[config.mk]
export PLATFORM = sky130hd
export DESIGN_NAME = adc_buffer_reader_flat
export DESIGN_NICKNAME = d
export VERILOG_FILES = /design/src/rtl/adc_buffer_reader_if.sv /design/src/rtl/adc_buffer_reader.sv /design/src/flat_wrapper.sv
export SDC_FILE = /design/constraint.sdc
export NUM_CORES = 1
export LEC_CHECK = 0
export ABC_AREA = 1
export CORE_ASPECT_RATIO = 0.8
export CORE_MARGIN = 2
export CORE_UTILIZATION = 53
export CTS_CLUSTER_SIZE = 10
export DETAILED_ROUTE_END_ITERATION = 12
export DONT_BUFFER_PORTS = 1
export PLACE_DENSITY = 0.71
export SYNTH_ARGS = -nofsm -noshare
export SYNTH_HDL_FRONTEND = slang
export SYNTH_SLANG_ARGS = --single-unit
[constraint.sdc]
create_clock -name clk_i -period 2.86 [get_ports clk_i]
set_clock_uncertainty 0.2 [all_clocks]
set_input_delay 0.429 -clock clk_i [delete_from_list [all_inputs] [get_ports clk_i]]
set_output_delay 0.429 -clock clk_i [all_outputs]
set_load 0.05 [all_outputs]
[src/rtl/adc_buffer_reader_if.sv]
// adc_buffer_reader_if: bundles the RAM read port and the sample stream of the
// ADC buffer reader. The master side is the reader itself; the slave side is
// the RAM plus the downstream sample sink.
interface adc_buffer_reader_if #(
    parameter int ADDR_W = 12,
    parameter int DATA_W = 32
);
    logic              rd_en;
    logic [ADDR_W-1:0] rd_addr;
    logic [DATA_W-1:0] rd_data;
    logic              out_valid;
    logic              out_ready;
    logic [11:0]       out_data;
    logic              out_last;

    modport master (
        output rd_en,
        output rd_addr,
        input  rd_data,
        output out_valid,
        input  out_ready,
        output out_data,
        output out_last
    );

    modport slave (
        input  rd_en,
        input  rd_addr,
        output rd_data,
        input  out_valid,
        output out_ready,
        input  out_data,
        input  out_last
    );
endinterface

[src/rtl/adc_buffer_reader.sv]
// adc_buffer_reader: streams LENGTH 12-bit samples out of the ADC buffer RAM,
// starting at a base address and wrapping modulo the RAM depth. Reads are
// issued only while the skid FIFO has room for every word already in flight,
// so backpressure on the output never drops or duplicates a sample.
module adc_buffer_reader #(
    parameter int ADDR_W = 12,
    parameter int DATA_W = 32,
    parameter int RD_LAT = 1
) (
    input  logic              clk_i,
    input  logic              rst_n,
    input  logic              start_i,
    input  logic [ADDR_W-1:0] base_addr_i,
    input  logic [ADDR_W:0]   length_i,
    output logic              busy_o,
    output logic              done_o,
    adc_buffer_reader_if.master bus
);
    // The FIFO must absorb every outstanding read plus one word held at the
    // head and one being pushed, hence the fixed RD_LAT+2 depth.
    localparam int FIFO_D = RD_LAT + 2;
    localparam int PTR_W  = $clog2(FIFO_D);
    localparam int CNT_W  = $clog2(FIFO_D + 1);
    localparam int SUM_W  = CNT_W + 1;
    localparam int LEN_W  = ADDR_W + 1;

    typedef enum logic [1:0] {
        IDLE,
        READ,
        DRAIN,
        FIN
    } state_t;

    state_t            state;
    state_t            state_next;
    logic [ADDR_W-1:0] cur_addr;
    logic [LEN_W-1:0]  remaining;
    logic [RD_LAT-1:0] lat_valid;
    logic [RD_LAT-1:0] lat_last;
    logic [12:0]       fifo_mem [FIFO_D];
    logic [PTR_W-1:0]  wr_ptr;
    logic [PTR_W-1:0]  rd_ptr;
    logic [CNT_W-1:0]  fifo_count;
    logic [CNT_W-1:0]  in_flight;
    logic              credit_ok;
    logic              issue;
    logic              issue_last;
    logic              push;
    logic              pop;
    logic              fifo_empty;
    logic [12:0]       head;
    logic              unused_upper;

    function automatic logic [PTR_W-1:0] next_ptr(input logic [PTR_W-1:0] p);
        return (p == PTR_W'(FIFO_D - 1)) ? '0 : p + PTR_W'(1);
    endfunction

    // Only the low 12 bits of a RAM word carry the sample.
    assign unused_upper = ^bus.rd_data[DATA_W-1:12];

    // Count reads issued to the RAM whose data has not yet reached the FIFO.
    always_comb begin
        in_flight = '0;
        for (int i = 0; i < RD_LAT; i++) begin
            in_flight = in_flight + CNT_W'(lat_valid[i]);
        end
    end

    // Read issue is allowed only while FIFO occupancy plus outstanding reads
    // leave a free slot; the tap of the latency pipe is the FIFO push.
    always_comb begin
        credit_ok  = (SUM_W'(fifo_count) + SUM_W'(in_flight)) < SUM_W'(FIFO_D);
        issue      = (state == READ) && credit_ok;
        issue_last = issue && (remaining == LEN_W'(1));
        push       = lat_valid[RD_LAT-1];
        fifo_empty = (fifo_count == '0);
        pop        = !fifo_empty && bus.out_ready;
        head       = fifo_mem[rd_ptr];
    end

    // Drive the RAM port and the sample stream; data is forced to zero while
    // nothing is valid so an idle or freshly reset block shows all-zero outputs.
    always_comb begin
        bus.rd_en     = issue;
        bus.rd_addr   = cur_addr;
        bus.out_valid = !fifo_empty;
        bus.out_data  = fifo_empty ? 12'h000 : head[11:0];
        bus.out_last  = !fifo_empty && head[12];
    end

    // State register.
    always_ff @(posedge clk_i or negedge rst_n) begin
        if (!rst_n) begin
            state <= IDLE;
        end else begin
            state <= state_next;
        end
    end

    // Next-state and status decode. DRAIN looks ahead at the pop of the final
    // word so done_o lands in the very cycle after the last handshake.
    always_comb begin
        state_next = state;
        busy_o     = (state != IDLE);
        done_o     = (state == FIN);
        case (state)
            IDLE: begin
                if (start_i) begin
                    state_next = (length_i == '0) ? FIN : READ;
                end
            end
            READ: begin
                if (issue_last) begin
                    state_next = DRAIN;
                end
            end
            DRAIN: begin
                if ((in_flight == '0) &&
                    (fifo_empty || ((fifo_count == CNT_W'(1)) && pop))) begin
                    state_next = FIN;
                end
            end
            FIN: begin
                state_next = IDLE;
            end
            default: begin
                state_next = IDLE;
            end
        endcase
    end

    // Latch the request on an accepted start, then walk the address (wrapping
    // naturally at the RAM depth) and count down the words still to issue.
    always_ff @(posedge clk_i or negedge rst_n) begin
        if (!rst_n) begin
            cur_addr  <= '0;
            remaining <= '0;
        end else if ((state == IDLE) && start_i) begin
            cur_addr  <= base_addr_i;
            remaining <= length_i;
        end else if (issue) begin
            cur_addr  <= cur_addr + ADDR_W'(1);
            remaining <= remaining - LEN_W'(1);
        end
    end

    // Track each read and its last flag through the RAM latency.
    always_ff @(posedge clk_i or negedge rst_n) begin
        if (!rst_n) begin
            lat_valid <= '0;
            lat_last  <= '0;
        end else begin
            lat_valid[0] <= issue;
            lat_last[0]  <= issue_last;
            for (int i = 1; i < RD_LAT; i++) begin
                lat_valid[i] <= lat_valid[i-1];
                lat_last[i]  <= lat_last[i-1];
            end
        end
    end

    // FIFO storage: the sample and its last flag, written as the RAM data lands.
    always_ff @(posedge clk_i) begin
        if (push) begin
            fifo_mem[wr_ptr] <= {lat_last[RD_LAT-1], bus.rd_data[11:0]};
        end
    end

    // FIFO pointers and occupancy; a simultaneous push and pop leave it unchanged.
    always_ff @(posedge clk_i or negedge rst_n) begin
        if (!rst_n) begin
            wr_ptr     <= '0;
            rd_ptr     <= '0;
            fifo_count <= '0;
        end else begin
            if (push) begin
                wr_ptr <= next_ptr(wr_ptr);
            end
            if (pop) begin
                rd_ptr <= next_ptr(rd_ptr);
            end
            case ({push, pop})
                2'b10:   fifo_count <= fifo_count + CNT_W'(1);
                2'b01:   fifo_count <= fifo_count - CNT_W'(1);
                default: fifo_count <= fifo_count;
            endcase
        end
    end
endmodule

[src/flat_wrapper.sv]
// flat-port wrapper written by rule: the top's interface ports become plain ports
module adc_buffer_reader_flat 
#(
    parameter int ADDR_W = 12,
    parameter int DATA_W = 32,
    parameter int RD_LAT = 1
)
  (clk_i, rst_n, start_i, base_addr_i, length_i, busy_o, done_o, bus_rd_en, bus_rd_addr, bus_rd_data, bus_out_valid, bus_out_ready, bus_out_data, bus_out_last);
  adc_buffer_reader_if #(.ADDR_W(ADDR_W), .DATA_W(DATA_W)) bus_i ();
  input  logic clk_i;
  input  logic rst_n;
  input  logic start_i;
  input  logic [ADDR_W-1:0] base_addr_i;
  input  logic [ADDR_W:0] length_i;
  output logic busy_o;
  output logic done_o;
  output wire logic [$bits(bus_i.rd_en)-1:0] bus_rd_en;
  output wire logic [$bits(bus_i.rd_addr)-1:0] bus_rd_addr;
  input wire logic [$bits(bus_i.rd_data)-1:0] bus_rd_data;
  output wire logic [$bits(bus_i.out_valid)-1:0] bus_out_valid;
  input wire logic [$bits(bus_i.out_ready)-1:0] bus_out_ready;
  output wire logic [$bits(bus_i.out_data)-1:0] bus_out_data;
  output wire logic [$bits(bus_i.out_last)-1:0] bus_out_last;
  assign bus_rd_en = bus_i.rd_en;
  assign bus_rd_addr = bus_i.rd_addr;
  assign bus_i.rd_data = bus_rd_data;
  assign bus_out_valid = bus_i.out_valid;
  assign bus_i.out_ready = bus_out_ready;
  assign bus_out_data = bus_i.out_data;
  assign bus_out_last = bus_i.out_last;
  adc_buffer_reader #(.ADDR_W(ADDR_W), .DATA_W(DATA_W), .RD_LAT(RD_LAT)) u_core (.clk_i(clk_i), .rst_n(rst_n), .start_i(start_i), .base_addr_i(base_addr_i), .length_i(length_i), .busy_o(busy_o), .done_o(done_o), .bus(bus_i));
endmodule
After elaboration in Yosys (flattened, before gate mapping)
Memory sizes are Yosys's and may differ from the RTL's.
Cells that the tools add are included.

word-level totals
  register bits = 35
  memories kept = 1
  latch bits = 0
  word-level logic and storage cells = 61
  bits of input ports = 61
  output and inout bits = 29
  bits in writable memories = 39
  ROM bits = 0

memories
  memory           words  width  rd ports  clocked after memory_dff  wr ports  line                     RTL
  u_core.fifo_mem  3      13     1         0                         1         adc_buffer_reader.sv:40  logic [12:0] fifo_mem [FIFO_D];

cells by class
  div/mod/pow operators = 0
  multiply operators = 0
  muxes and demuxes = 15
  reductions and logical operators = 17
  bitwise logic cells = 0
  add/sub/neg operators = 7
  $lt $le $gt $ge = 1
  shifts and indexed selects = 0
  equality and inequality tests = 12

operator list
  cell                                                                          number
  12-bit 2-to-1 mux                                                             3
  13-bit 2-to-1 mux                                                             2
  13-bit by 1-bit == test with 1-bit output, second input constant              1
  13-bit zero test                                                              1
  13-bit by 1-bit subtractor with 13-bit output, second input constant          1
  12-bit by 1-bit adder with 12-bit output, second input constant               1
  2-bit 2-to-1 mux                                                              6
  2-bit == test, second input constant                                          5
  2-bit case mux with 4 select lines                                            1
  1-bit logical AND                                                             7
  2-bit by 1-bit adder with 2-bit output, second input constant                 3
  2-bit by 1-bit == test with 1-bit output, second input constant               3
  2-bit zero test                                                               3
  2-bit nonzero test                                                            3
  2-bit by 1-bit != test with 1-bit output, second input constant               2
  2-bit case mux with 2 select lines                                            1
  2-bit by 1-bit adder with 3-bit output                                        1
  3-bit by 2-bit less-than comparator with 1-bit output, second input constant  1
  3-bit AND reduction                                                           1
  1-bit 2-to-1 mux                                                              2
  2-bit != test, second input constant                                          1
  2-bit by 1-bit subtractor with 2-bit output, second input constant            1
  1-bit zero test                                                               1
  1-bit logical OR                                                              1

Longest topological paths before layout
  word-level depth = 8
  gate-level depth with buffers = 10
  depth with buffers taken out = 10

Worst setup path before layout
Ideal clock, no wire load.

  path type = reg2out
  start = register u_core.fifo_count[0]
  end = output bus_out_data[1]
  cell stages (with the launch flop) = 7
  setup slack = 0.399 ns
  arrival = 1.832 ns
  data required time = 2.231 ns
  cells stage by stage = dfrtp_1 -> inv_1 -> ha_1 -> inv_1 -> buf_1 -> nand2_1 -> inv_1

on the way
  cells in the longest elaborated chain, start to end = 2

ends and longest elaborated chain
  what                    line                      RTL
  from (decl)             adc_buffer_reader.sv:43   logic [CNT_W-1:0] fifo_count;
  from (signal assigned)  adc_buffer_reader.sv:183  2'b10: fifo_count <= fifo_count + CNT_W'(1);
  from (signal assigned)  adc_buffer_reader.sv:184  2'b01: fifo_count <= fifo_count - CNT_W'(1);
  from (signal assigned)  adc_buffer_reader.sv:185  default: fifo_count <= fifo_count;
  2-bit zero test         adc_buffer_reader.sv:76   fifo_empty = (fifo_count == '0);
  12-bit 2-to-1 mux       adc_buffer_reader.sv:87   bus.out_data = fifo_empty ? 12'h000 : head[11:0];
  to (decl)               flat_wrapper.sv:22        output wire logic [$bits(bus_i.out_data)-1:0] bus_out_data;

No other way between the ends.

Worst setup path after layout
Ends and elaborated chain as after synthesis.

==> flow_summary.ini <==
[timing]
worstMarginPinSlew_ns = 0.605
period_minus_slack_ns = 2.56
max_slew_margin_pct = 59.7
rsz0062_at_grt = false
setup_viol = 0
tns_ns = 0
fin_crit_sh_pct = 89.4
maxSlewViolCount = 0
finalHoldViolations = 0
max_freq_mhz = 391

[floorplan]
placementRows = 27
initial_core_util_pct = 55.4
dieWidth_um = 99.4
core-area_um2 = 6960
ios = 90
die_h_um = 80.3
dieArea_um2 = 7980

[placed_design]
dp_cells = 547
io_buffers = 0
place_hpwl_um = 5950
place.gp.congestion = 0.849

[finish]
final_nets = 559
n_antenna_cell = 0
final_cells = 577
areaGrowthSynthToFinish_pct = 13.6
nFillCells = 576
drive_gt1_share_pct = 9.18

[routing]
ant_nets = 0
firstDrtPassIters = 5
wl_per_cell_um = 14.6
drt_iter0_drc = 160
drc = 0
vias_per_cell = 5.29
wirelength_um = 8410
vias = 3055

[cts]
cts.htree.levels = 3
clockBufferDepth = 2
numCtsBuffers = 9
cts_hold_buf = 14
cts_num_sinks = 74
post_cts_buffers = 0
cts_resized = 0
path_clk_slew_ns = 0.08
cts_tree = yes
cts-root-buf = clkbuf_8
clk_latency_ns = 0.35

[flow_run]
drv_cap = 0

[grt]
grt_pass1_vias = 2969
grt_max_degree = 36
grt_use_total_pct = 22.5
grt_pass1_wl_um = 13800
grt_antenna_before_repair = 0
grt-ovfl-total = 0

[power]
vdd_drop_max_uv = 596
leakagePower_nw = 2.05
power_density_nw_per_um2 = 1270

[worst_hold_path]
holdPathStages = 2
hold_class = in2reg
hold_start = length_i[6]
min_to = u_core.remaining[6]

[setup_path]
worstPathRequired_ns = 2.23
worstSetupPathType = reg2out
arrival_ns = 1.93
start_kind = register
reg2reg_from = u_core.fifo_count[0]
ff2ff_path_depth = 8
critPathMaxFanout = 15
r2r-end = u_core.remaining[5]
critPathMostFrequentCell = inv_1
crit_chain = inv_1, ha_1, inv_1, nand2_1, inv_1
reg2reg_setup_slack_ns = 0.51
slowest_delay_ns = 0.42
slowest_stage = dfrtp_1
cp-end-kind = primary output

[yosys]
synthFlopType = edfxtp_1
async_flop_share_pct = 47.3
yosys_warnings = 0
yosys-top-cells-count = 139 x nand2_1, 63 x inv_1, 49 x nand3_1, 41 x nor2_1, 39 x edfxtp_1
ys_seq_elements = 74
synth_edf_count = 39
synth_area_per_cell_um2 = 8.39
synth_cells = 460
syn-cell-area_um2 = 3860
synth_area_leader_cell = edfxtp_1
synth_top_area_share_pct = 30.4
yosysMostFrequentCell = nand2_1
synthTopCellsByArea = edfxtp_1 30%, dfrtp_1 23%, nand2_1 14%, nand3_1 6.4%, inv_1 6.1%
synthesis.nets = 534
synthDistinctLibCells = 31
synth_seq_area_share_pct = 53.0

[run_status]
outcome = finished clean
-- worst max path at each step --
stage | startpoint | end | slack, ns | cells past startpoint
6_report | u_core.fifo_count[0] | bus_out_data[1] | 0.30 | 5
5_1_grt | u_core.fifo_count[0] | bus_out_data[1] | 0.18 | 5
4_1_cts | u_core.fifo_count[0] | bus_out_data[1] | 0.29 | 5
3_5_place_dp | u_core.state[0] | u_core.bus.rd_addr[2] | 0.55 | 8
3_3_place_gp | u_core.fifo_count[0] | u_core.bus.rd_addr[6] | 0.61 | 9
2_1_floorplan | u_core.fifo_count[0] | bus_out_data[1] | 0.40 | 6
-- registers in the layout, indices dropped and copies added (netlist names) --
register,cells
u_core.remaining,13
u_core.fifo_mem,39
u_core.state,2
u_core.rd_ptr,2
u_core.lat_valid,1
u_core.fifo_count,2
u_core.lat_last,1
u_core.bus.rd_addr,12
u_core.wr_ptr,2
-- critical path: cells and delay by family (launching register included) --
kind / cells / cell delay [ns]
buf+inv: 3 / 0.81
flops: 1 / 0.42
fa+ha+maj: 1 / 0.21
simple gates: 1 / 0.13
-- metal layers --
metal,share of wire [%],global-route usage (%),vias up
li1,-,-,1534
met1,46,31.1,1420
met2,45,35.5,95
met3,8.1,5.13,6
met4,0.81,7.26,0
met5,0,0,-
-- area by class of cell --
class / instances / area (um2) / share of cell area (%)
Sequential cell: 74 / 2050 / 46.7
Multi-Input combinational cell: 310 / 1520 / 34.8
Inverter: 66 / 248 / 5.65
Clock inverter: 6 / 90.1 / 2.06
Timing Repair Buffer: 24 / 238 / 5.42
Tap cell: 87 / 109 / 2.48
Clock buffer: 10 / 128 / 2.91
-- stage by stage --
| step | worst slack (ns) | total power, mW | utilization, % | hold slack (ns) | area, um2 |
|---|---|---|---|---|---|
| 2_1_floorplan | 0.399 | 4.09 | - | -0.0666 | 3860 |
| 3_3_place_gp | 0.609 | 4.57 | 57.7 | -0.0656 | 4020 |
| 3_5_place_dp | 0.552 | 4.66 | 57.7 | -0.0655 | 4020 |
| 4_1_cts | 0.293 | 5.59 | 63.0 | 0.00617 | 4380 |
| 5_1_grt | 0.176 | 5.97 | 63.0 | 0.0150 | 4380 |
| 6_report | 0.303 | 5.57 | 63.0 | 0.0123 | 4380 |
-- cell usage in the layout, fill, tap and decap left out --
cell and n:
clkbuf_8 9, nand4_2 1, or2_2 2, nand2_1 139, nor3_2 3, buf_4 9, dlygate4sd3_1 13, nand3_1 49
o21ai_0 16, nand4_1 7, clkinv_1 1, bufinv_16 2, nand2_4 1, nor2_4 1, dfrtp_1 35, nor2_1 41
o211ai_1 4, o21bai_1 3, xnor2_1 2, clkinv_2 1, inv_1 63, clkinv_4 1, nand2_2 3, a21oi_1 8
clkbuf_1 1, nor3_1 5, edfxtp_1 39, clkinvlp_4 1, inv_6 1, buf_12 2, o22ai_1 4, nand3_2 2
nor2_2 4, xor2_1 1, inv_2 2, ha_1 13, a31oi_1 1
-- where the power goes --
part	switching, mW	internal [mW]	total (mW)
Combinational	2.03	0.718	2.75
Sequential	0.474	1.46	1.93
Clock	0.395	0.495	0.890
Total	2.90	2.67	5.57
-- kinds of logic after synthesis --
family,count (synthesis),synth area share [%]
flip-flops,74,53.0
AO/OA/AOI/OAI,36,5.29
buffers and inverters,76,7.85
AND/OR/NAND/NOR,258,28.9
adder cells (fa/ha/maj),13,4.22
XOR/XNOR,3,0.681
Note: power is estimated with default switching activity, not from simulation.
